[config.mk]
export PLATFORM = sky130hd
export DESIGN_NAME = ikaopll_pg_multi
export DESIGN_NICKNAME = d
export VERILOG_FILES = /design/src/rtl/ikaopll_pg_multi.sv
export SDC_FILE = /design/constraint.sdc
export NUM_CORES = 1
export LEC_CHECK = 0
export CAP_MARGIN = 30
export CORE_ASPECT_RATIO = 0.8
export CORE_UTILIZATION = 40
export DETAILED_ROUTE_END_ITERATION = 8
export PLACE_DENSITY = 0.66
export SYNTH_ARGS = -nofsm -noshare
export SYNTH_HDL_FRONTEND = slang
export SYNTH_SLANG_ARGS = --single-unit
[constraint.sdc]
create_clock -name i_EMUCLK -period 8.1 [get_ports i_EMUCLK]
set_clock_uncertainty 0.15 [all_clocks]
set_input_delay 0.81 -clock i_EMUCLK [delete_from_list [all_inputs] [get_ports i_EMUCLK]]
set_output_delay 0.81 -clock i_EMUCLK [all_outputs]
set_load 0.01 [all_outputs]
[src/rtl/ikaopll_pg_multi.sv]
// Time-multiplexed operator phase generator: per-slot F-number/block/multiple
// increment accumulated through a CH_CNT-deep phase ring, plus a 23-bit noise LFSR.
module ikaopll_pg_multi #(
  parameter int CH_CNT                   = 18,
  parameter int FNUM_W                   = 9,
  parameter int PHASE_W                  = 19,
  parameter int OUT_W                    = 10,
  parameter int USE_PIPELINED_MULTIPLIER = 1
) (
  input  logic              i_EMUCLK,
  input  logic              i_IC_n,
  input  logic              i_phi1_NCEN_n,
  input  logic              i_SYNC,
  input  logic [FNUM_W-1:0] i_FNUM,
  input  logic [2:0]        i_BLOCK,
  input  logic [3:0]        i_MUL,
  input  logic              i_PM,
  input  logic [2:0]        i_PMVAL,
  input  logic              i_PHASE_RST,
  input  logic              i_HOLD,
  output logic [5:0]        o_SLOT,
  output logic [OUT_W-1:0]  o_OP_PHASE,
  output logic              o_NOISE
);

  localparam int FM_W    = FNUM_W + 2;
  localparam int DELTA_W = FNUM_W + 8;
  localparam int MUL_W   = DELTA_W + 5;

  function automatic logic [4:0] mul_factor(input logic [3:0] m);
    logic [4:0] f;
    case (m)
      4'd0:  f = 5'd1;
      4'd1:  f = 5'd2;
      4'd2:  f = 5'd4;
      4'd3:  f = 5'd6;
      4'd4:  f = 5'd8;
      4'd5:  f = 5'd10;
      4'd6:  f = 5'd12;
      4'd7:  f = 5'd14;
      4'd8:  f = 5'd16;
      4'd9:  f = 5'd18;
      4'd10: f = 5'd20;
      4'd11: f = 5'd20;
      4'd12: f = 5'd24;
      4'd13: f = 5'd24;
      default: f = 5'd30;
    endcase
    return f;
  endfunction

  function automatic logic [PHASE_W-1:0] scale(input logic [DELTA_W-1:0] d,
                                               input logic [4:0] f);
    logic [MUL_W-1:0] p;
    p = MUL_W'(d) * MUL_W'(f);
    return PHASE_W'(p >> 1);
  endfunction

  logic en;
  assign en = ~i_phi1_NCEN_n;

  // Slot counter: the slot presented alongside i_SYNC is slot 0.
  logic [5:0] slot_cnt;
  logic [5:0] in_slot;
  assign in_slot = i_SYNC ? 6'd0 : slot_cnt;

  always_ff @(posedge i_EMUCLK) begin
    // NOTE: every sequential block uses non-blocking assignments so all
    // registers update from the same pre-edge values.
    if (!i_IC_n)
      slot_cnt <= '0;
    else if (en) begin
      if (i_SYNC)
        slot_cnt <= 6'd1;
      else if (slot_cnt == 6'(CH_CNT - 1))
        slot_cnt <= '0;
      else
        slot_cnt <= slot_cnt + 6'd1;
    end
  end

  logic [2:0]      pm_term;
  logic [FM_W:0]   fm_sum;
  logic [FM_W-1:0] fm;

  always_comb begin
    pm_term = '0;
    if (i_PM) begin
      case (i_PMVAL[1:0])
        2'd1, 2'd3: pm_term = {1'b0, i_FNUM[FNUM_W-1 -: 2]};
        2'd2:       pm_term = i_FNUM[FNUM_W-1 -: 3];
        default:    pm_term = '0;
      endcase
    end
  end

  // One guard bit above fm flags a negative difference, which clamps to 0.
  always_comb begin
    if (i_PMVAL[2])
      fm_sum = {2'b00, i_FNUM, 1'b0} - {{FNUM_W{1'b0}}, pm_term};
    else
      fm_sum = {2'b00, i_FNUM, 1'b0} + {{FNUM_W{1'b0}}, pm_term};
    fm = fm_sum[FM_W] ? '0 : fm_sum[FM_W-1:0];
  end

  logic [5:0]      s1_slot;
  logic [FM_W-1:0] s1_fm;
  logic [2:0]      s1_block;
  logic [3:0]      s1_mul;
  logic            s1_rst;
  logic            s1_hold;

  always_ff @(posedge i_EMUCLK) begin
    if (!i_IC_n) begin
      s1_slot  <= '0;
      s1_fm    <= '0;
      s1_block <= '0;
      s1_mul   <= '0;
      s1_rst   <= 1'b0;
      s1_hold  <= 1'b0;
    end else if (en) begin
      s1_slot  <= in_slot;
      s1_fm    <= fm;
      s1_block <= i_BLOCK;
      s1_mul   <= i_MUL;
      s1_rst   <= i_PHASE_RST;
      s1_hold  <= i_HOLD;
    end
  end

  logic [DELTA_W-1:0] s1_delta;
  logic [4:0]         s1_factor;
  assign s1_delta  = DELTA_W'(((DELTA_W + 1)'(s1_fm) << s1_block) >> 1);
  assign s1_factor = mul_factor(s1_mul);

  logic [5:0]         s2_slot;
  logic               s2_rst;
  logic               s2_hold;
  logic [PHASE_W-1:0] s3_prod_d;

  always_ff @(posedge i_EMUCLK) begin
    if (!i_IC_n) begin
      s2_slot <= '0;
      s2_rst  <= 1'b0;
      s2_hold <= 1'b0;
    end else if (en) begin
      s2_slot <= s1_slot;
      s2_rst  <= s1_rst;
      s2_hold <= s1_hold;
    end
  end

  // Both variants keep one register between stage 1 and stage 3; only the
  // placement of the multiplier relative to it differs.
  generate
    if (USE_PIPELINED_MULTIPLIER != 0) begin : g_mul_pipe
      logic [DELTA_W-1:0] delta_q;
      logic [4:0]         factor_q;
      always_ff @(posedge i_EMUCLK) begin
        if (!i_IC_n) begin
          delta_q  <= '0;
          factor_q <= '0;
        end else if (en) begin
          delta_q  <= s1_delta;
          factor_q <= s1_factor;
        end
      end
      assign s3_prod_d = scale(delta_q, factor_q);
    end else begin : g_mul_comb
      logic [PHASE_W-1:0] prod_q;
      always_ff @(posedge i_EMUCLK) begin
        if (!i_IC_n)
          prod_q <= '0;
        else if (en)
          prod_q <= scale(s1_delta, s1_factor);
      end
      assign s3_prod_d = prod_q;
    end
  endgenerate

  logic [5:0]         s3_slot;
  logic [PHASE_W-1:0] s3_prod;
  logic               s3_rst;
  logic               s3_hold;

  always_ff @(posedge i_EMUCLK) begin
    if (!i_IC_n) begin
      s3_slot <= '0;
      s3_prod <= '0;
      s3_rst  <= 1'b0;
      s3_hold <= 1'b0;
    end else if (en) begin
      s3_slot <= s2_slot;
      s3_prod <= s3_prod_d;
      s3_rst  <= s2_rst;
      s3_hold <= s2_hold;
    end
  end

  logic [PHASE_W-1:0] ring [CH_CNT];
  logic [PHASE_W-1:0] new_phase;

  assign new_phase = (s3_rst  ? '0 : ring[CH_CNT-1])
                   + (s3_hold ? '0 : s3_prod);

  always_ff @(posedge i_EMUCLK) begin
    // NOTE: the ring is a plain register shift chain, not a RAM, so every
    // entry can be cleared on reset.
    if (!i_IC_n) begin
      for (int i = 0; i < CH_CNT; i++) ring[i] <= '0;
    end else if (en) begin
      ring[0] <= new_phase;
      for (int i = 1; i < CH_CNT; i++) ring[i] <= ring[i-1];
    end
  end

  always_ff @(posedge i_EMUCLK) begin
    if (!i_IC_n) begin
      o_SLOT     <= '0;
      o_OP_PHASE <= '0;
    end else if (en) begin
      o_SLOT     <= s3_slot;
      o_OP_PHASE <= new_phase[PHASE_W-1 -: OUT_W];
    end
  end

  // The all-zero term lets the register escape its lock-up state.
  logic [22:0] lfsr;
  logic        lfsr_in;
  assign lfsr_in = (lfsr[22] ^ lfsr[8]) | (lfsr == '0);

  always_ff @(posedge i_EMUCLK) begin
    if (!i_IC_n)
      lfsr <= '0;
    else if (en)
      lfsr <= {lfsr[21:0], lfsr_in};
  end

  assign o_NOISE = lfsr[22];

endmodule

==> run summary <==
status: finished, final reports clean
Worst EP arrival: 4810 ps
Hold Crit Class: flip-flop to flip-flop
layout cells sized above 1: 5.94%
critical path class: flip-flop to flip-flop
CTS Buffer Depth: 3
syn avg cell area: 12.0 µm²
fin nets: 1,903
DRT Pass-1 Iters: 6
vias per cell: 5.29
Sequential Area: 12,800 µm²
Post-Syn Area: 21,600 µm²
gr usage total: 14.9%
Slowest cell on crit path: dfxtp_1
Critical path origin: g_mul_pipe.factor_q[4]
DP HPWL: 25.0 mm
initial antenna violation count: 1
# Post-CTS Setup Buffers: 0
top cells by area, synth: edfxtp_1 (48%), dfxtp_1 (12%), and3_1 (9.7%), fa_1 (4.4%), mux2i_1 (3.7%)
worst skew pair latency: 590 ps
Peak Freq: 222 MHz
Slew headroom: 37.5%
most frequently used flop master after synthesis: edfxtp_1
sequential share of the synthesized area: 59.5%
first-pass GRT wire length: 66.8 mm
CTS tree: built
Initial Utilization: 40.8%
clock-pin transition on the worst setup and hold timing paths: 60 ps
drt drc: 0
DRT antenna net count: 0
R2R Setup Slk: 3600 ps
# clock sinks: 470
FFs w/ async S/R, synth: 0%
Gates resized, CTS repair: 0
drt total wl: 41.1 mm
RSZ-0062 raised after global routing: false
Clock Tree Root: clkbuf_16
Slowest Stage Delay on Critical Path: 650 ps
number of flops mapped to enable cells by yosys: 342
CP Launch Type: flip-flop
Netlist cell types: 60
post-route setup TNS: 0 ps
largest net degree at the start of global routing: 124
max_cap viols: 0
multi-input logic area: 8000 µm²
Final setup viols: 0
Worst-Margin Slew: 937 ps
total CTS buffers: 47
vias in the first global route: 12,894
antenna cells: 0
Tot Pwr: 0.00522 W
die extent in y: 210 µm
IO Pins: 43
synth warn: 0
endpoints failing hold: 0
CP dominant cell by count: fa_1
DR WL/cell: 16.4 µm
Worst Setup EP: s3_prod[18]
DRT iter0 DRCs: 1,153
worst path required time: 8420 ps
pwr/cell area: 216 nW/µm²
CTS Hold Bufs: 0
Yosys reg bits: 470
gpl congestion: 0.890
largest area contributor in the netlist: edfxtp_1
worst vdd ir: 120 µV
vias: 13,279
filler cell count: 4,763
Tcrit/Tclk final: 55.5%
CTS H-Tree Depth: 2
total core area: 52,800 µm²
crit path time final: 4500 ps
post-synth top area share: 47.6%
synth-to-layout area growth: 11.7%
post-synth net total: 1,918
Slew Limit Fails: 0
die footprint: 54,900 µm²
CP Cell Sequence: and2_1 -> fa_1 -> fa_1 -> inv_1 -> fa_1 -> inv_1 -> ha_1 -> a21o_1 -> a21oi_1 -> nand2_1 -> a221o_1 -> nor3b_1 -> o41ai_1
IO buf count: 42
DIE WIDTH: 262 µm
reg2reg end: s3_prod[18]
Leak: 10.8 nW
standard-cell rows: 75
Reg2Reg Depth: 13
Critical R2R Launch: g_mul_pipe.factor_q[4]
Syn Inst Count: 1,796
Worst Path Max Fanout: 17
GR Overflow Total: 0
Critical Path End Type: flip-flop
==> cell type report <==
class                           instances  area share [%]
Tap cell                              693            3.60
Timing Repair Buffer                   60            2.38
Sequential cell                       470            53.2
Multi-Input combinational cell       1127            33.2
Clock buffer                           69            5.60
Inverter                               75            1.21
Clock inverter                         18           0.799
==> synthesized netlist by cell type (4+ instances only) <==
master	count
o21a_1	6
buf_1	10
a21oi_1	49
nand3_1	13
clkbuf_1	114
mux2i_1	80
nand2b_1	11
nor4_1	9
a31oi_1	8
fa_1	47
nand2_1	81
o211ai_1	13
and2_1	62
a22o_1	14
inv_1	74
mux2_2	4
ha_1	49
and3_1	333
nor3_1	13
nor2b_1	43
a22oi_1	6
edfxtp_1	342
nor3b_1	9
xor2_1	16
a211oi_1	11
dfxtp_1	128
a21o_1	13
or3_1	7
nand4_1	6
xnor2_1	15
o21ai_0	40
nor2_1	120
==> registers in the layout, indices dropped and copies added (netlist names), 3 cells and up <==
register             count
lfsr                    23
o_SLOT                   6
s3_slot                  6
g_mul_pipe.delta_q      17
g_mul_pipe.factor_q      5
o_OP_PHASE              10
s1_fm                   11
s2_slot                  6
ring                   342
s1_block                 3
slot_cnt                 6
s3_prod                 19
s1_slot                  6
s1_mul                   4
==> routing by layer <==
metal | track usage [%] | part of all wire, % | wire (µm) | up-vias
li1 | - | - | - | 6446
met1 | 22.7 | 51 | 21000 | 6538
met2 | 21.5 | 42 | 17400 | 240
met3 | 2.73 | 4.6 | 1880 | 55
met4 | 4.33 | 1.9 | 791 | 0
met5 | 0 | 0 | 0 | -
==> where the power goes <==
part           internal, W  switching (W)  leakage [nW]
combinational     0.000106       0.000184          5.18
clock              0.00123       0.000933         0.753
sequential         0.00271      0.0000537          4.83
total              0.00405        0.00117          10.8
==> worst min-delay path by stage <==
stage	startpoint	to	slack [ps]	depth (start not counted)
2_1_floorplan	s3_prod[11]	s3_prod[11]	270	2
3_3_place_gp	o_OP_PHASE[2]	o_OP_PHASE[2]	300	1
3_5_place_dp	o_OP_PHASE[2]	o_OP_PHASE[2]	290	1
4_1_cts	s3_prod[17]	s3_prod[17]	310	2
5_1_grt	o_OP_PHASE[2]	o_OP_PHASE[2]	330	1
6_report	s3_prod[17]	s3_prod[17]	310	2
==> critical path, delay by kind of cell (launching register included) <==
kind / cells / cell delay (ps)
and+or+nand+nor: 3 / 540
DFF: 1 / 650
buffers and inverters: 2 / 100
adders and majority gates: 4 / 1850
AOI/OAI and AO/OA: 4 / 1080
==> kinds of logic after synthesis <==
kind of cell	count (synthesis)	synth area share, %
adders and majority gates	96	7.20
and+or+nand+nor	722	18.6
muxes	86	4.13
buffers and inverters	199	3.46
xor gates and xnor gates	31	1.26
DFF	470	59.5
AOI/OAI and AO/OA	192	5.86
==> cells in the final DEF, fill, tap and decap left out, types with 13 or more instances in the layout <==
master / synthesis / routed
clkbuf_1: 114 / 14
nor2b_1: 43 / 43
mux2i_1: 80 / 80
clkdlybuf4s50_1: 0 / 40
nand2_1: 81 / 81
and3_1: 333 / 333
a21oi_1: 49 / 49
nor3_1: 13 / 13
fa_1: 47 / 47
nor2_1: 120 / 119
a21o_1: 13 / 13
and2_1: 62 / 62
xnor2_1: 15 / 15
edfxtp_1: 342 / 342
buf_4: 0 / 18
dfxtp_1: 128 / 128
a22o_1: 14 / 14
ha_1: 49 / 49
clkbuf_16: 0 / 48
o21ai_0: 40 / 40
xor2_1: 16 / 16
inv_1: 74 / 72
o211ai_1: 13 / 13
nand3_1: 13 / 13
==> stage by stage <==
step / area (µm²) / utilization [%] / setup WS, ps / instances / hold WS, ps
after global placement: 22500 / 42.7 / 3780 / 2424 / 300
after CTS: 24100 / 45.6 / 3630 / 2511 / 315
final: 24100 / 45.6 / 3600 / 2512 / 309
after global routing: 24100 / 45.6 / 3320 / 2512 / 332
after floorplan: 21600 / - / 603 / 1796 / 267
after detailed placement: 22500 / 42.7 / 3660 / 2424 / 291
Note: power is estimated with default switching activity, not from simulation.
==> RTL change: new RTL, same flow settings <==
Set the parameter `OUT_W` to 9 (it was 10).
--- a/src/rtl/ikaopll_pg_multi.sv
+++ b/src/rtl/ikaopll_pg_multi.sv
@@ -4,7 +4,7 @@
   parameter int CH_CNT                   = 18,
   parameter int FNUM_W                   = 9,
   parameter int PHASE_W                  = 19,
-  parameter int OUT_W                    = 10,
+  parameter int OUT_W                    = 9,
   parameter int USE_PIPELINED_MULTIPLIER = 1
 ) (
   input  logic              i_EMUCLK,
Interface: changed (resized o_OP_PHASE); port bits go from 43 to 42. The function was not compared with the original's and may differ.
==> RTL change against the original RTL <==
- worst setup slack worse by 0.14 ns
- count of clock-buffer cells in the layout down 6
- sequential share of layout area down 0.15 points
- sequential cell count down 1
- via count down 6.0%
- maximum frequency down 2.9%
- utilization about the same
- power down 3.0%
- critical endpoint is now s3_prod[13]
- die area up 0.36%
- area after synthesis up 0.37%
- final area up 0.13%
- routed wire length down 8.9%
==> RTL change: results (changes against the original RTL) <==
Drt
The number of DRC markers in iteration 0 was 845 (-27%). The first-pass iteration count of the detailed router came to 5 (-1). The routed wire length was 37400 microns (-8.9%). The average via count per standard cell was 4.99 (-5.7%).

Synth
The synthesized area divided by synthesized cell count is 12.3 sq um (+2.4%). The fraction of registers with async set or reset after synthesis is 0 (unchanged). The net count of the mapped netlist was 1883 (-1.8%).

The share of synthesized area occupied by flip-flops and latches is 0.592 (-0.00309). The number of synthesized flops with an enable pin is 342 (unchanged). The number of warnings printed during yosys synthesis is 0 (unchanged). By count the netlist is led by 396 x and2_1, 342 x edfxtp_1, 127 x dfxtp_1.

The most used flip-flop cell after synthesis is edfxtp_1. By area the synthesized netlist is led by edfxtp_1 47%, dfxtp_1 12%, and2_1 11%. The post-synthesis cell type count is 60 (unchanged).

Pwr
The worst supply voltage drop on vdd is 0.000133 V (+11%). The leakage power is 9.72 nW (-9.7%). The proportion of total power due to net switching came to 0.218 (-0.00605).

Clocking
The clock latency reported for the late side of the worst-skew pair is 0.57 ns (-0.02 ns). The worst-case clock buffer depth came to 3 (unchanged). The maximum level of the CTS H-tree is 2 (unchanged).

The buffer type at the clock tree root is clkbuf_16. The quantity of hold-fixing buffers added after cts is 0 (unchanged). The clock transition at the registers of the reported paths is 0.06 ns (about the same). The number of resized instances in the post-cts repair step was 0 (unchanged). The number of buffers inserted during clock tree synthesis is 45 (-4.3%). The post-CTS setup-driven buffer insertion count is 0 (unchanged).

Layout
The final instance count without filler cells came to 2502 (-0.40%). The share of final-layout standard cells stronger than drive strength 1 is 0.0498 (-0.00962). The register name with the most flops is ring. The largest registers in the layout are ring x342, lfsr x23, s3_prod x19. The number of antenna repair diodes is 0 (unchanged).

Global route
The first-pass GRT wire length is 63500 microns (-5.0%). The largest net degree at the start of global routing came to 204 (+65%). The global-route usage over all layers came to 0.141 (-0.00790). The number of antenna violations at the first check in global routing is 1 (unchanged).

The via count of the first global-routing pass is 12242 (-5.1%).

Placement
The count of port buffers added during placement is 41 (-2.4%). The placer congestion estimate is 0.816 (-8.3%). The number of instances in the placed design is 2418 (-0.25%). The HPWL after detailed placement was 22700 microns (-9.1%).

Setup path
In this design, the largest share of critical-path delay is due to adder cells. The critical path arrival came to 4.92 ns (+0.11 ns). The highest fanout seen on the critical path is 18 (+1).

The slowest library cell on the worst path is dfxtp_1. For this run, the slowest stage of the critical path takes 0.66 ns.

Run status
The run finished with clean final reports.

STA
The count of endpoints failing hold in the final timing report is 0 (unchanged). The worst relative slew slack was 0.268 (-0.107).

Hold path
The class of the tightest hold or removal check is flop to flop.
==> RTL change: cell types whose count changed after synthesis, moves of 9 or more <==
| cell | before | now |
|---|---|---|
| and2_1 | 62 | 396 |
| and3_1 | 333 | 8 |
| nor2_1 | 120 | 29 |
| nor2b_1 | 43 | 117 |
| clkbuf_1 | 114 | 80 |
| o21ai_0 | 40 | 49 |
==> RTL change: layer usage <==
| metal | global-route usage | vias up | routed length [microns] |
|---|---|---|---|
| met2 | 0.202 | 216 | 15700 |
| met3 | 0.0234 | 59 | 1580 |
| li1 | - | 6092 | - |
| met1 | 0.219 | 6109 | 19500 |
| met4 | 0.0397 | 0 | 708 |
| met5 | 0 | - | 0 |
==> RTL change: worst paths after layout <==
check | from | to | slack [ns] | cells past startpoint
max | g_mul_pipe.factor_q[3] | s3_prod[13] | 3.47 | 13
min | s3_prod[11] | s3_prod[11] | 0.31 | 2
max reg2reg | g_mul_pipe.factor_q[3] | s3_prod[13] | 3.47 | 13
min reg2reg | s3_prod[11] | s3_prod[11] | 0.31 | 2
==> RTL change: worst register-to-register path, cell delays in order, from the launching register on <==
cell and delay [ns]:
dfxtp_1 0.66, and2_1 0.23, fa_1 0.45, fa_1 0.54
inv_1 0.05, fa_1 0.53, inv_1 0.04, ha_1 0.36
nand2_1 0.13, nor4_1 0.65, o21ai_0 0.22, o21ai_0 0.26
xnor2_1 0.15, o21ai_0 0.10
==> RTL change: layout make-up <==
type / instances / area, sq um
repair buffers: 54 / 513
well taps: 693 / 867
flip-flops and latches: 469 / 12800
inverters: 74 / 282
clock buffers: 63 / 1240
fillers: 4756 / 28800
multi-input cells: 1128 / 8240
clock inverters: 21 / 186
==> RTL change: power groups by stage <==
stage          sequential, mW  combinational [mW]  clock (mW)
2_1_floorplan            2.79               0.198           0
3_3_place_gp             2.80               0.259           0
3_5_place_dp             2.80               0.265           0
4_1_cts                  2.76               0.267        2.11
5_1_grt                  2.77               0.295        2.19
6_report                 2.76               0.263        2.04
==> RTL change: per-stage QoR <==
stage	setup slack [ns]	util	instance area, sq um
floorplan	0.796	-	21700
global placement	3.77	0.429	22700
detailed placement	3.60	0.429	22700
CTS	3.59	0.456	24100
global route	3.13	0.456	24100
finish	3.47	0.456	24100
==> RTL change: kinds of logic (layout without fill, tap and decap cells) <==
group,Yosys count,count (layout),share of synthesized area
and+or+nand+nor,719,719,0.194
DFF,469,469,0.592
AOI/OAI and AO/OA,196,196,0.0603
buffers and inverters,164,212,0.0284
adders and majority gates,96,96,0.0718
muxes,85,85,0.0406
xor gates and xnor gates,32,32,0.0129
